`src/rtl/bach_rsp_router.sv`:
```
// Read-response router: tracks accepted DI reads in order and steers
// returning beats back to the agent that issued each read.
module bach_rsp_router #(
  parameter int DEPTH  = 4,
  parameter int DATA_W = 32,
  parameter int BC_W   = 3
) (
  input  logic              Clk,
  input  logic              Rst,
  input  logic [2:0]        cmd_Grant,
  input  logic              cmd_AvlRead,
  input  logic [BC_W-1:0]   cmd_AvlBurstCount,
  input  logic              di_AvlWaitRequest,
  input  logic [DATA_W-1:0] di_AvlReadData,
  input  logic              di_AvlReadDataValid,
  output logic [DATA_W-1:0] d0_AvlReadData,
  output logic [DATA_W-1:0] d1_AvlReadData,
  output logic [DATA_W-1:0] d2_AvlReadData,
  output logic              d0_AvlReadDataValid,
  output logic              d1_AvlReadDataValid,
  output logic              d2_AvlReadDataValid,
  output logic              rsp_Full,
  output logic [$clog2(DEPTH):0] rsp_Outstanding,
  output logic              rsp_Error
);

  localparam int PW = $clog2(DEPTH);
  localparam int CW = PW + 1;
  localparam logic [BC_W-1:0] BC_ONE = BC_W'(1);

  logic [1:0]      ownQ [DEPTH];
  logic [BC_W-1:0] bcQ  [DEPTH];

  logic [PW-1:0]   wrPtr;
  logic [PW-1:0]   rdPtr;
  logic [CW-1:0]   count;
  logic [BC_W-1:0] beatCnt;
  logic [DATA_W-1:0] rdData;
  logic [2:0]      rdValid;

  logic            accept;
  logic            oneHot;
  logic            full;
  logic            empty;
  logic            push;
  logic            beat;
  logic            pop;
  logic            bcZero;
  logic            errSet;
  logic [1:0]      owner;
  logic [1:0]      headOwn;
  logic [BC_W-1:0] headBc;
  logic [BC_W-1:0] pushBc;

  assign accept  = cmd_AvlRead & ~di_AvlWaitRequest;
  assign oneHot  = (cmd_Grant == 3'b001) | (cmd_Grant == 3'b010) |
                   (cmd_Grant == 3'b100);
  // Valid only for one-hot grants: 001->0, 010->1, 100->2
  assign owner   = {cmd_Grant[2], cmd_Grant[1]};
  assign full    = (count == CW'(DEPTH));
  assign empty   = (count == '0);
  assign bcZero  = (cmd_AvlBurstCount == '0);
  assign pushBc  = bcZero ? BC_ONE : cmd_AvlBurstCount;
  assign push    = accept & oneHot & ~full;
  assign beat    = di_AvlReadDataValid & ~empty;
  assign headOwn = ownQ[rdPtr];
  assign headBc  = bcQ[rdPtr];
  assign pop     = beat & (beatCnt == headBc - BC_ONE);
  assign errSet  = (accept & (~oneHot | full | bcZero)) |
                   (di_AvlReadDataValid & empty);

  always_ff @(posedge Clk) begin
    if (push) begin
      ownQ[wrPtr] <= owner;
      bcQ[wrPtr]  <= pushBc;
    end
  end

  always_ff @(posedge Clk or posedge Rst) begin
    if (Rst) begin
      wrPtr     <= '0;
      rdPtr     <= '0;
      count     <= '0;
      beatCnt   <= '0;
      rdData    <= '0;
      rdValid   <= '0;
      rsp_Error <= 1'b0;
    end else begin
      if (push)
        wrPtr <= wrPtr + PW'(1);
      if (pop)
        rdPtr <= rdPtr + PW'(1);
      if (push & ~pop)
        count <= count + CW'(1);
      else if (pop & ~push)
        count <= count - CW'(1);
      if (pop)
        beatCnt <= '0;
      else if (beat)
        beatCnt <= beatCnt + BC_ONE;
      if (beat)
        rdData <= di_AvlReadData;
      rdValid <= beat ? (3'b001 << headOwn) : 3'b000;
      if (errSet)
        rsp_Error <= 1'b1;
    end
  end

  assign d0_AvlReadData      = rdData;
  assign d1_AvlReadData      = rdData;
  assign d2_AvlReadData      = rdData;
  assign d0_AvlReadDataValid = rdValid[0];
  assign d1_AvlReadDataValid = rdValid[1];
  assign d2_AvlReadDataValid = rdValid[2];
  assign rsp_Full            = full;
  assign rsp_Outstanding     = count;

endmodule

```
`config.mk`:
```
export PLATFORM = sky130hd
export DESIGN_NAME = bach_rsp_router
export DESIGN_NICKNAME = d
export VERILOG_FILES = /design/src/rtl/bach_rsp_router.sv
export SDC_FILE = /design/constraint.sdc
export NUM_CORES = 1
export LEC_CHECK = 0
export CAP_MARGIN = 20
export CELL_PAD_IN_SITES_DETAIL_PLACEMENT = 0
export CELL_PAD_IN_SITES_GLOBAL_PLACEMENT = 1
export CORE_ASPECT_RATIO = 0.6
export CORE_MARGIN = 2
export CORE_UTILIZATION = 28
export DETAILED_ROUTE_END_ITERATION = 8
export GPL_TIMING_DRIVEN = 0
export HOLD_SLACK_MARGIN = 0.03
export PLACE_DENSITY = 0.81
export SLEW_MARGIN = 30
export SYNTH_ARGS = -nofsm -noshare
export SYNTH_HDL_FRONTEND = slang
export SYNTH_SLANG_ARGS = --single-unit
```
`constraint.sdc`:
```
create_clock -name Clk -period 2.8 [get_ports Clk]
set_input_delay 0.28 -clock Clk [delete_from_list [all_inputs] [get_ports Clk]]
set_output_delay 0.28 -clock Clk [all_outputs]
set_load 0.03 [all_outputs]
```
# Word-level counts from Yosys, hierarchy flattened
# Memory sizes are Yosys's and may differ from the RTL's.
# Cells that the tools add are included.
[op_classes]
bitwise_logic = 20
n_addsub = 6
n_reduce_logical = 4
shifts = 1
muxes = 8
n_eq_ne = 5
[op_table]
columns = ["op", "n"]
rows = [
  ["2-to-1 mux 3 bit", 6],
  ["bitwise AND 1 bit", 9],
  ["adder 3 x 1 -> 3 bit (second input constant)", 2],
  ["== test 3 bit (second input constant)", 2],
  ["zero test 3 bit", 2],
  ["inverter 1 bit", 6],
  ["subtractor 3 x 1 -> 3 bit (second input constant)", 2],
  ["OR 1 bit", 5],
  ["adder 2 x 1 -> 2 bit (second input constant)", 2],
  ["nonzero test 2 bit", 2],
  ["== test 3 x 1 -> 1 bit (second input constant)", 1],
  ["== test 3 x 2 -> 1 bit (second input constant)", 1],
  ["== test 3 bit", 1],
  ["<< shifter 1 x 2 -> 3 bit (first input constant)", 1],
  ["2-to-1 mux 1 bit", 2],
]
[word_totals]
mem_bits_rw = 20
wordCells = 53
output_inout_bits = 104
mem_count = 2
regBits = 46
input_bits = 43
[mem_list]
columns = ["memory", "words", "width", "read_ports", "rd_ports_with_merged_regs", "write_ports", "line", "text"]
rows = [
  ["bcQ", 4, 3, 1, 0, 1, "32", "logic [BC_W-1:0] bcQ [DEPTH];"],
  ["ownQ", 4, 2, 1, 0, 1, "31", "logic [1:0] ownQ [DEPTH];"],
]

# Depth between registers and ports, before layout
[logic_depth]
word_depth = 9
depth_mapped = 14
mapped_depth_nobuf = 13

# Least setup slack after synthesis
# OpenSTA, ideal clock, no wires.
[synth_path]
kind = "reg-to-reg"
startpoint = "reg rdPtr[0]"
endpoint = "reg count[1], in the netlist rsp_Outstanding[1]"
path_stages_with_launch = 13
n_path_buf = 1
t_arrival_ns = 2.708
synth_period_minus_slack_ns = 2.833
required_ns = 2.675
path_slack_ns = -0.033
setup_time_ns = 0.125
path_cell_list = "dfrtp_1 -> buf_6 -> mux4_2 -> inv_1 -> ha_1 -> xor2_1 -> nand2_1 -> nor3_2 -> inv_1 -> ha_1 -> inv_1 -> fa_1 -> mux2_2"
[synth_between]
elab_chain_len = 7
word_cells_on_any_way = 9
cone_classes = "add/sub (1); eq/ne (1); mux (1); bitwise (4); reduce/logical (1); memory (1)"
[synth_rtl]
columns = ["item", "line", "text"]
rows = [
  ["from (decl)", "35", "logic [PW-1:0] rdPtr;"],
  ["from (signal assigned)", "92", "rdPtr <= rdPtr + PW'(1);"],
  ["memory read (4 x 3 bit) *", "-", ""],
  ["subtractor 3 x 1 -> 3 bit *", "68", "assign pop = beat & (beatCnt == headBc - BC_ONE);"],
  ["== test 3 bit *", "68", ""],
  ["bitwise AND 1 bit *", "68", ""],
  ["inverter 1 bit", "93", "if (push & ~pop)"],
  ["bitwise AND 1 bit", "93", ""],
  ["2-to-1 mux 3 bit or nonzero test 2 bit (tied branches)", "-", ""],
  ["to (signal assigned)", "94", "count <= count + CW'(1);"],
  ["to (signal assigned)", "96", "count <= count - CW'(1);"],
  ["to (decl)", "36", "logic [CW-1:0] count;"],
]
# Every way passes the cells marked *; elsewhere a longest branch is shown, timed or not.
# A chain may end at the register's enable or synchronous reset.

# Final worst setup path
# Ends and elaborated chain as after synthesis.

==> impl_results.md <==
* Number of global-route vias before repair at 2,394
* Top cells by area, synth: dfrtp_1 35%, edfxtp_1 18%, buf_4 15%
* RSZ-0062 raised after global routing: true
* Hold Fails Final Rpt at 0
* Top-area cell type share of the netlist area at 35.2%
* Yosys reg bits at 66
* TritonCTS clock tree: done
* Net Sw Power at 2.73 mW
* Hold slack final at 0.384 ns
* Peak VDD IR at 0.000528 V
* Worst path required time at 3.01 ns
* Grt met3 use at 4.37%
* Fin area at 0.00533 mm²
* Vias per cell at 3.94
* Post-Route WL at 8020 µm
* Post-synthesis sequential area ratio at 53.6%
* Core Region at 0.0113 mm²
* Row count at 30
* Largest net degree at the start of global routing at 47
* Leading area contributor after synthesis: dfrtp_1
* Initial antenna violation count at 0
* Count of cell types in the netlist at 33
* Reg2reg start: rdPtr[0]
* Crit-path max cell delay at 0.52 ns
* Most common cell after layout, fill and taps aside: clkdlybuf4s50_1
* Most frequent cells in the layout: 146 x clkdlybuf4s50_1, 100 x nand2_1, 75 x buf_4
* Die extent in y at 87.7 µm
* Post-synthesis area per instance at 10.6 µm²
* Vias post-DR at 2,523
* FF-to-FF path depth at 12
* Antenna diodes at 0
* Worst Max-Slew Pin Slew at 0.588 ns
* Critical path data arrival time at 3.10 ns
* # port buffers at 146
* Clk pwr share at 15.1%
* Initial Utilization at 28.8%
* Root cell of the clock tree: clkbuf_16
* CP max FO at 3
* DR WL/cell at 12.5 µm
* H-tree levels at 3
* Full die area at 0.0126 mm²
* Crit path buf inv count at 4
* Crit share post-route at 103%
* Status: finished, violations left
* Power per standard cell area at 1220 mW/mm²
* Fin crit period at 2.88 ns
* I/O pin cnt at 147
* Final Util at 47.0%
* Area delta synth->final at 63.1%
* Synthesized instance count at 308
* Sequential Area at 0.00175 mm²
* Worst-path clk slew at 0.06 ns
* Slew Viols, Final at 0
* HP Class: primary input to async pin
* Leakage power at 2.37 nW
* First-pass GRT wire length at 12,200 µm
* First-pass DRT Iterations at 4
* Synthesis Warnings at 0
* Post-route setup TNS at -0.0833 ns
* Residual DRC at 0
* Met2 usage at 19.9%
* Placer Congestion at 0.703
* Final worst slack at -0.0833 ns
* DP HPWL at 6010 µm
* Cell Area, Synth at 0.00327 mm²
* CP Cell Sequence: buf_6 -> mux4_2 -> inv_2 -> ha_4 -> xor2_2 -> nand2_2 -> nor3_4 -> inv_1 -> ha_2 -> inv_2 -> fa_2 -> mux2_4
* Multi-input logic area at 997 µm²
* CTS Buf Count at 9
* Dpl cell area at 0.00493 mm²
* Clock tree buffer depth at 2
* Switch share at 41.9%
* Setup CP Type: register to register
* Detail Route Antenna Nets at 0
* Int Pwr at 3.78 mW
* Register share of total power at 24.2%
* Slowest-stage cell, CP: mux4_2
* Count of nets after finishing at 527
* Gate power share at 60.6%
* Crit path max-delay family: adder cells
* R2R Setup Slk at -0.08 ns
* Max capacitance violation total at 0
* FF-to-FF End: rsp_Outstanding[1]
* Final setup violation count at 1
* Most frequent CP cell: inv_2
* Layout fillers at 1,063
* Clock Skews at 0.00697 ns
* Violated checks: setup timing
* Violation count after the first detailed-routing iteration at 63
* Max Clock Freq at 347 MHz
* Share of layout cells above drive strength 1 at 23.5%
* Most used routing layer: met2
* Clk_lat worst skew at 0.33 ns
* GR Layer Usage met1 at 16.9%
* Crit start category: register
* Gr ovfl total at 0
* Max-slew headroom at 60.8%
* Die X at 143 µm
* CTS sink cnt at 66
* Net Count, Synth at 359
* Crit. End Element: register
* Total GRT Usage at 12.7%
-- per-layer routing --
| layer | vias to the layer above | share of wire (%) |
|---|---|---|
| li1 | 1255 | - |
| met1 | 1159 | 46 |
| met2 | 103 | 45 |
| met5 | - | 0 |
| met3 | 6 | 7.6 |
| met4 | 0 | 0.69 |
-- cell usage after synthesis --
cell type and n:
nand2_1 101, buf_4 64, dfrtp_1 46, edfxtp_1 20, inv_1 8, ha_1 7
clkbuf_1 6, xor2_1 5, and2_1 4, nor3b_1 4, xnor2_1 4, buf_1 3
buf_2 3, mux4_1 3, nor3_1 3, mux2_2 2, mux4_2 2, nand2b_1 2
nor2_1 2, nor2b_1 2, nor3_2 2, o21ai_0 2, o21ai_1 2, xnor2_2 2
a211o_1 1, a21oi_1 1, buf_6 1, fa_1 1, nand3_1 1, nor4b_2 1
o21a_1 1, o21bai_1 1, o31a_1 1
-- stage by stage --
stage          std cells  setup slack, ns  total power [mW]
6_report             641          -0.0833              6.51
5_1_grt              641           -0.156              6.87
4_1_cts              637           -0.112              6.44
3_5_place_dp         614           -0.395              5.30
3_3_place_gp         614           -0.317              5.23
2_1_floorplan        308          -0.0328              3.88
-- cells by family (layout without fill, tap and decap cells) --
logic type               count (synthesis)  after routing  share of synthesized area, %
AND/OR/NAND/NOR                        122            122                          16.0
buffers and inverters                   85            258                          17.5
flip-flops                              66             66                          53.6
XOR/XNOR                                11             11                          3.41
AO/OA/AOI/OAI                            9              9                          1.76
adder cells (fa/ha/maj)                  8              8                          3.29
multiplexers                             7              7                          4.48
-- flip-flops by register name, indices dropped and copies added, names as in the netlist --
signal           flops
rdPtr                2
ownQ                 8
d0_AvlReadData      32
beatCnt              3
rdValid              3
rsp_Outstanding      3
rsp_Error            1
bcQ                 12
wrPtr                2
-- cell type report --
type,instances,area share (%)
Sequential cell,66,32.9
Multi-Input combinational cell,157,18.7
Inverter,8,0.610
Tap cell,160,3.76
Clock inverter,6,0.634
Buffer,77,10.1
Clock buffer,10,4.30
Timing Repair Buffer,157,29.0
-- how the worst max path moves through the flow --
stage / from / endpoint / slack [ns] / cells past startpoint
floorplan: rdPtr[0] / rsp_Outstanding[1] / -0.03 / 12
global placement: rdPtr[0] / rsp_Outstanding[1] / -0.32 / 12
detailed placement: rdPtr[0] / rsp_Outstanding[1] / -0.40 / 12
CTS: rdPtr[0] / rsp_Outstanding[1] / -0.11 / 12
global route: rdPtr[0] / rsp_Outstanding[1] / -0.16 / 12
finish: rdPtr[0] / rsp_Outstanding[1] / -0.08 / 12
-- power by group through the flow --
stage	registers [mW]	logic (mW)	clock network, mW
CTS	1.58	3.85	1.01
global route	1.63	4.18	1.05
finish	1.58	3.95	0.986
global placement	1.57	3.66	0
detailed placement	1.59	3.71	0
floorplan	1.93	1.95	0
-- repair_timing --
item | 4_1_cts | 5_1_grt
hold buffers | 0 | 0
buffers inserted | 7 | 4
resized for setup | 8 | 5
pin swaps | 2 | 5
endpoints found under the setup margin | 2 | 2
No activity file was read; power rests on OpenSTA's default activity.
